--- config.mk ---
export PLATFORM = sky130hd
export DESIGN_NAME = byte_add_dma
export DESIGN_NICKNAME = d
export VERILOG_FILES = /design/src/rtl/byte_add_dma.sv
export SDC_FILE = /design/constraint.sdc
export NUM_CORES = 1
export LEC_CHECK = 0
export ABC_CLOCK_PERIOD_IN_PS = 4600
export BUFFER_PORTS_ARGS = -buffer_cell sky130_fd_sc_hd__buf_2
export CORE_MARGIN = 3
export CORE_UTILIZATION = 45
export CTS_CLUSTER_SIZE = 20
export DETAILED_ROUTE_END_ITERATION = 8
export GPL_TIMING_DRIVEN = 0
export HOLD_SLACK_MARGIN = 0.12
export PLACE_DENSITY_LB_ADDON = 0.08
export SLEW_MARGIN = 20
export SYNTH_ARGS = -nofsm -noshare
export SYNTH_HDL_FRONTEND = slang
export SYNTH_SLANG_ARGS = --single-unit
export TNS_END_PERCENT = 1
--- constraint.sdc ---
create_clock -name clk -period 4.6 [get_ports clk]
set_input_delay 0 -clock clk [delete_from_list [all_inputs] [get_ports clk]]
set_output_delay 0 -clock clk [all_outputs]
set_load 0.01 [all_outputs]
--- src/rtl/byte_add_dma.sv ---
// Single-master read-modify-write DMA: walks a byte window one bus word at a time
// and rewrites each enabled byte with add/sub (wrapping or saturating) of a fixed addend.
module byte_add_dma #(
    parameter int ADDR_WIDTH = 12,
    parameter int DATA_WIDTH = 32
) (
    input  logic                                              clk,
    input  logic                                              rst_n,
    input  logic [ADDR_WIDTH-1:0]                             base_addr,
    input  logic [ADDR_WIDTH-1:0]                             length,
    input  logic [7:0]                                        addend,
    input  logic [1:0]                                        mode,
    input  logic                                              run,
    output logic                                              waitrequest,
    output logic [ADDR_WIDTH-$clog2(DATA_WIDTH/8)-1:0]        amm_address,
    output logic                                              amm_read,
    output logic                                              amm_write,
    output logic [DATA_WIDTH/8-1:0]                           amm_byteenable,
    output logic [DATA_WIDTH-1:0]                             amm_writedata,
    input  logic [DATA_WIDTH-1:0]                             amm_readdata,
    input  logic                                              amm_readdatavalid,
    input  logic                                              amm_waitrequest
);
    localparam int BYTES = DATA_WIDTH / 8;
    localparam int LB    = $clog2(BYTES);
    localparam int WA    = ADDR_WIDTH - LB;

    typedef enum logic [1:0] {IDLE, READ_REQ, READ_WAIT, WRITE} state_t;

    state_t                  state_q;
    logic                    busy_q, rd_q, wr_q;
    logic [WA-1:0]           addr_q;
    logic [BYTES-1:0]        be_q;
    logic [DATA_WIDTH-1:0]   wdata_q;
    logic [ADDR_WIDTH-1:0]   base_q, len_q;
    logic [7:0]              addend_q;
    logic [1:0]              mode_q;
    logic [ADDR_WIDTH:0]     left_q;

    logic [ADDR_WIDTH:0]     words_d;
    logic [BYTES-1:0]        be_d;
    logic [DATA_WIDTH-1:0]   wdata_d;
    logic [ADDR_WIDTH-1:0]   lane_addr, lane_off;

    function automatic logic [7:0] byte_op(input logic [7:0] b, input logic [7:0] a,
                                           input logic [1:0] m);
        logic [8:0] s;
        s = '0;
        case (m)
            2'd0: byte_op = b + a;
            2'd1: byte_op = b - a;
            2'd2: begin
                s = {1'b0, b} + {1'b0, a};
                byte_op = s[8] ? 8'hFF : s[7:0];
            end
            default: begin
                s = {1'b0, b} - {1'b0, a};
                byte_op = s[8] ? 8'h00 : s[7:0];
            end
        endcase
    endfunction

    // Words touched = ceil((offset within first word + length) / BYTES).
    assign words_d = ({1'b0, length} + (ADDR_WIDTH+1)'(base_addr[LB-1:0])
                      + (ADDR_WIDTH+1)'(BYTES - 1)) >> LB;

    // A lane is inside the window when its distance from base (mod 2^ADDR_WIDTH) is below length.
    always_comb begin
        be_d      = '0;
        wdata_d   = amm_readdata;
        lane_addr = '0;
        lane_off  = '0;
        for (int k = 0; k < BYTES; k++) begin
            lane_addr = {addr_q, LB'(k)};
            lane_off  = lane_addr - base_q;
            if (lane_off < len_q) begin
                be_d[k]           = 1'b1;
                wdata_d[8*k +: 8] = byte_op(amm_readdata[8*k +: 8], addend_q, mode_q);
            end
        end
    end

    always_ff @(posedge clk or negedge rst_n) begin
        if (!rst_n) begin
            state_q  <= IDLE;
            busy_q   <= 1'b0;
            rd_q     <= 1'b0;
            wr_q     <= 1'b0;
            addr_q   <= '0;
            be_q     <= '0;
            wdata_q  <= '0;
            base_q   <= '0;
            len_q    <= '0;
            addend_q <= '0;
            mode_q   <= '0;
            left_q   <= '0;
        end else begin
            case (state_q)
                IDLE: begin
                    // busy_q can only be high here for the single cycle of a zero-length job.
                    busy_q <= 1'b0;
                    if (run && !busy_q) begin
                        busy_q   <= 1'b1;
                        base_q   <= base_addr;
                        len_q    <= length;
                        addend_q <= addend;
                        mode_q   <= mode;
                        if (length != '0) begin
                            addr_q  <= base_addr[ADDR_WIDTH-1:LB];
                            left_q  <= words_d;
                            rd_q    <= 1'b1;
                            state_q <= READ_REQ;
                        end
                    end
                end
                READ_REQ: begin
                    if (!amm_waitrequest) begin
                        rd_q    <= 1'b0;
                        state_q <= READ_WAIT;
                    end
                end
                READ_WAIT: begin
                    if (amm_readdatavalid) begin
                        wdata_q <= wdata_d;
                        be_q    <= be_d;
                        wr_q    <= 1'b1;
                        state_q <= WRITE;
                    end
                end
                WRITE: begin
                    if (!amm_waitrequest) begin
                        wr_q   <= 1'b0;
                        left_q <= left_q - (ADDR_WIDTH+1)'(1);
                        addr_q <= addr_q + WA'(1);
                        if (left_q == (ADDR_WIDTH+1)'(1)) begin
                            busy_q  <= 1'b0;
                            state_q <= IDLE;
                        end else begin
                            rd_q    <= 1'b1;
                            state_q <= READ_REQ;
                        end
                    end
                end
                default: state_q <= IDLE;
            endcase
        end
    end

    assign waitrequest    = busy_q;
    assign amm_read       = rd_q;
    assign amm_write      = wr_q;
    assign amm_address    = addr_q;
    assign amm_byteenable = be_q;
    assign amm_writedata  = wdata_q;
endmodule

==> qor.log <==
qor: detailed_routing.drc 0
qor: timing.worst_case_clock_skew 0.0158 ns
qor: synth.synth-async-reset-ratio 100%
qor: synth.share_of_synthesized_area_occupied_by_flip_flops_and_latches 21.6%
qor: synth.top_area_cell_type_share_of_the_netlist_area 21.6%
qor: detailed_routing.detailedRoute.firstPassIterationCount 5
qor: timing.worst_slew_margin_rel 32.2%
qor: final_layout.antenna-diode-count 0
qor: synth.yosys-top-cells-area dfrtp_1 22%, ha_1 17%, a21oi_1 6.0%
qor: clocking.worstSkewPairLatency 0.37 ns
qor: synth.post_synthesis_mean_instance_area 8.23 µm²
qor: run_status.status finished clean
qor: worst_setup_path.critical_path.reg2reg.startpoint amm_address[2]
qor: worst_setup_path.crit_path_cell_trace ha_1 > clkbuf_1 > nand2_1 > o21ai_0 > xor2_1 > ha_1 > a21o_1 > a21o_1 > a221oi_1 > o21a_1 > clkbuf_2 > nand2_1 > a211oi_1 > a21oi_1
qor: timing.report.final.setup_viol 0
qor: timing.fin_worst_hold_slack 0.123 ns
qor: global_routing.first_global_vias 10600
qor: synth.synth.ff_latch_count 98
qor: timing.unrepaired_setup_endpoints_after_global_routing no
qor: synth.synth_largest_area_cell dfrtp_1
qor: die.start_util 46.3%
qor: synth.synthFlopType dfrtp_1
qor: run.cap_viol_max_count 0
qor: global_routing.global_route.overflow_total 0
qor: die.boundaryPins 120
qor: detailed_routing.drt-vias-per-instance 5.91
qor: clocking.tritoncts_num_sinks 98
qor: final_layout.final_nets 1810
qor: detailed_routing.uppermost_layer_routed met4
qor: global_routing.antenna_violations_before_repair 0
qor: global_routing.grt_start_max_net_pins 59
qor: detailed_routing.dr_wl_met3 3080 µm
qor: worst_setup_path.timing.reg2reg.setup_slack 0.26 ns
qor: global_routing.gr-usage-all-layers 28.9%
qor: worst_setup_path.worst_path_max_delay_cell dfrtp_1
qor: detailed_routing.drt_initial_violations 884
qor: worst_setup_path.critical_path_arrival 4.59 ns
qor: global_routing.grt_first_pass_wirelength 60600 µm
qor: placed_design.gp_congestion 0.953
qor: detailed_routing.route.detailed.wl_per_inst 20.7 µm
qor: placed_design.buffer_ports.inserted 117
qor: timing.timing.final.crit_period 4.34 ns
qor: worst_setup_path.reg2regPathDepth 14
qor: clocking.ctsHtreeMaxLevel 3
qor: worst_setup_path.critical_path_buf_inv_count 2
qor: placed_design.placedInstanceArea 12400 µm²
qor: die.die_area 27200 µm²
qor: worst_setup_path.critical_path.max_fanout 10
qor: worst_setup_path.worstSetupPathType flip-flop to flip-flop
qor: placed_design.dpl.hpwl 29500 µm
qor: timing.achievable-frequency 230 MHz
qor: timing.final.period_utilization 94.4%
qor: timing.final-max-slew-violation-count 0
qor: clocking.maximum_buffer_depth_of_the_clock_tree 2
qor: clocking.clk_pin_slew 0.08 ns
qor: detailed_routing.route.layer.met1.wl 18400 µm
qor: worst_setup_path.required_time_at_the_endpoint_of_the_critical_path 4.84 ns
qor: synth.post-synth-top-count-cell ha_1
qor: final_layout.final_cell_area 13300 µm²
qor: synth.post_synth_num_cell_types 83
qor: worst_setup_path.worstSetupEndpointType flip-flop
qor: final_layout.fillerInstances 2418
qor: synth.syn-cell-area 11300 µm²
qor: final_layout.syn2layout_area_growth 17.5%
qor: synth.synth-warning-count 0
qor: detailed_routing.dr_total_vias 11200
qor: die.core_area 24500 µm²
qor: timing.hold_viol 0
qor: clocking.clock_tree.root_cell clkbuf_16
qor: clocking.numCtsBuffers 9
qor: worst_setup_path.startpoint_type_of_the_worst_setup_path flip-flop
qor: die.die_width 165 µm
qor: timing.tightest_slew 1.02 ns
qor: clocking.cts_tree yes
qor: die.placement_rows 57
qor: detailed_routing.met2RoutedLength 16900 µm
qor: synth.synth_cells 1378
qor: detailed_routing.postRouteWirelength 39200 µm
qor: worst_setup_path.timing.critical_path.max_delay_family compound AO/OA/AOI/OAI gates
qor: detailed_routing.route.antenna.remaining_nets 0
qor: synth.synth_edf_count 0
qor: worst_setup_path.critical_path.max_stage_delay 0.49 ns
qor: die.die-height 165 µm
qor: worst_setup_path.critical_path.reg2reg.endpoint amm_writedata[5]
qor: synth.synth.top_cells.by_count 157 x ha_1, 136 x a21oi_1, 111 x o21ai_0
qor: hold_path.hold_path.class input port to asynchronous set/reset pin
qor: synth.syn-num-nets 1621
qor: final_layout.drive_gt1_share 12.8%
-- placed cells by master (no fill, tap or decap), types with 24 or more instances in the layout --
cell,netlist,final
mux2_2,32,32
dlygate4sd3_1,0,59
nand2_1,82,82
nor3_1,34,34
xor2_1,39,39
a21o_1,27,27
nor2_1,80,80
xnor2_1,72,72
a21oi_1,136,136
clkbuf_1,42,39
ha_1,157,157
nor2b_1,24,24
o21ai_0,111,111
nand3_1,25,25
buf_2,13,129
inv_1,96,95
dfrtp_1,98,98
-- worst max path at each step --
stage                         startpoint           endpoint  slack, ns  cells past startpoint
after detailed placement     addend_q[1]  amm_writedata[14]       0.06                     11
after CTS                    addend_q[1]  amm_writedata[14]       0.04                     11
after global placement       addend_q[1]  amm_writedata[14]      -0.24                     11
after global routing      amm_address[2]  amm_writedata[14]       0.06                     13
after floorplan           amm_address[2]  amm_writedata[15]       1.16                     14
final                     amm_address[2]   amm_writedata[5]       0.26                     14
-- cell type report --
class                      instances  area, µm²  share of cell area (%)
sequential                        98       2450                    18.4
clock buffer                      10        239                    1.79
tap                              324        405                    3.04
inverter                          99        375                    2.81
multi-input combinational       1122       8300                    62.2
clock inverter                     6        105                   0.788
buffer                            58        238                    1.78
timing repair buffer             179       1220                    9.18
-- worst reg2reg max path, cell delays in order (launching register included) --
cell and delay [ns]:
dfrtp_1 0.49, ha_1 0.34, clkbuf_1 0.42, nand2_1 0.19, o21ai_0 0.34, xor2_1 0.23
ha_1 0.28, a21o_1 0.16, a21o_1 0.16, a221oi_1 0.38, o21a_1 0.37, clkbuf_2 0.32
nand2_1 0.16, a211oi_1 0.27, a21oi_1 0.11
-- logic make-up after synthesis --
| kind of cell | count (synthesis) | share of synthesized area (%) |
|---|---|---|
| and+or+nand+nor | 339 | 14.9 |
| adders and majority gates | 172 | 20.0 |
| buffers and inverters | 158 | 5.38 |
| muxes | 39 | 3.80 |
| xor gates and xnor gates | 112 | 8.71 |
| AOI/OAI and AO/OA | 460 | 25.6 |
| DFF | 98 | 21.6 |
-- metrics by stage --
stage | TNS (ns) | cells | setup WS (ns) | util, %
final | 0 | 1896 | 0.256 | 54.4
after global routing | 0 | 1896 | 0.0616 | 54.4
after CTS | 0 | 1895 | 0.0392 | 54.3
after detailed placement | 0 | 1820 | 0.0611 | 50.4
after global placement | -0.459 | 1819 | -0.238 | 50.3
after floorplan | 0 | 1378 | 1.16 | -
-- layer usage --
layer | track usage (%) | up-vias
li1 | - | 5364
met1 | 43.2 | 5350
met2 | 43.2 | 431
met3 | 4.72 | 67
met4 | 7.62 | 0
met5 | 0 | -
-- what timing repair did --
action                                  in CTS  in global routing
endpoints found under the setup margin       0                  7
setup buffers                                0                  2
gates resized for setup                      0                  7
endpoints found under the hold margin      169                  0
hold buffers                                59                  0
-- registers in the layout, summed over array words and instances, names as in the netlist --
name,flops
mode_q,2
amm_address,10
amm_byteenable,4
amm_read,1
len_q,12
left_q,13
state_q,2
base_q,12
waitrequest,1
amm_write,1
addend_q,8
amm_writedata,32
Power is left out: the tool's default activity adds up to more than one toggle a clock period on the data nets, which glitch-free logic cannot reach.
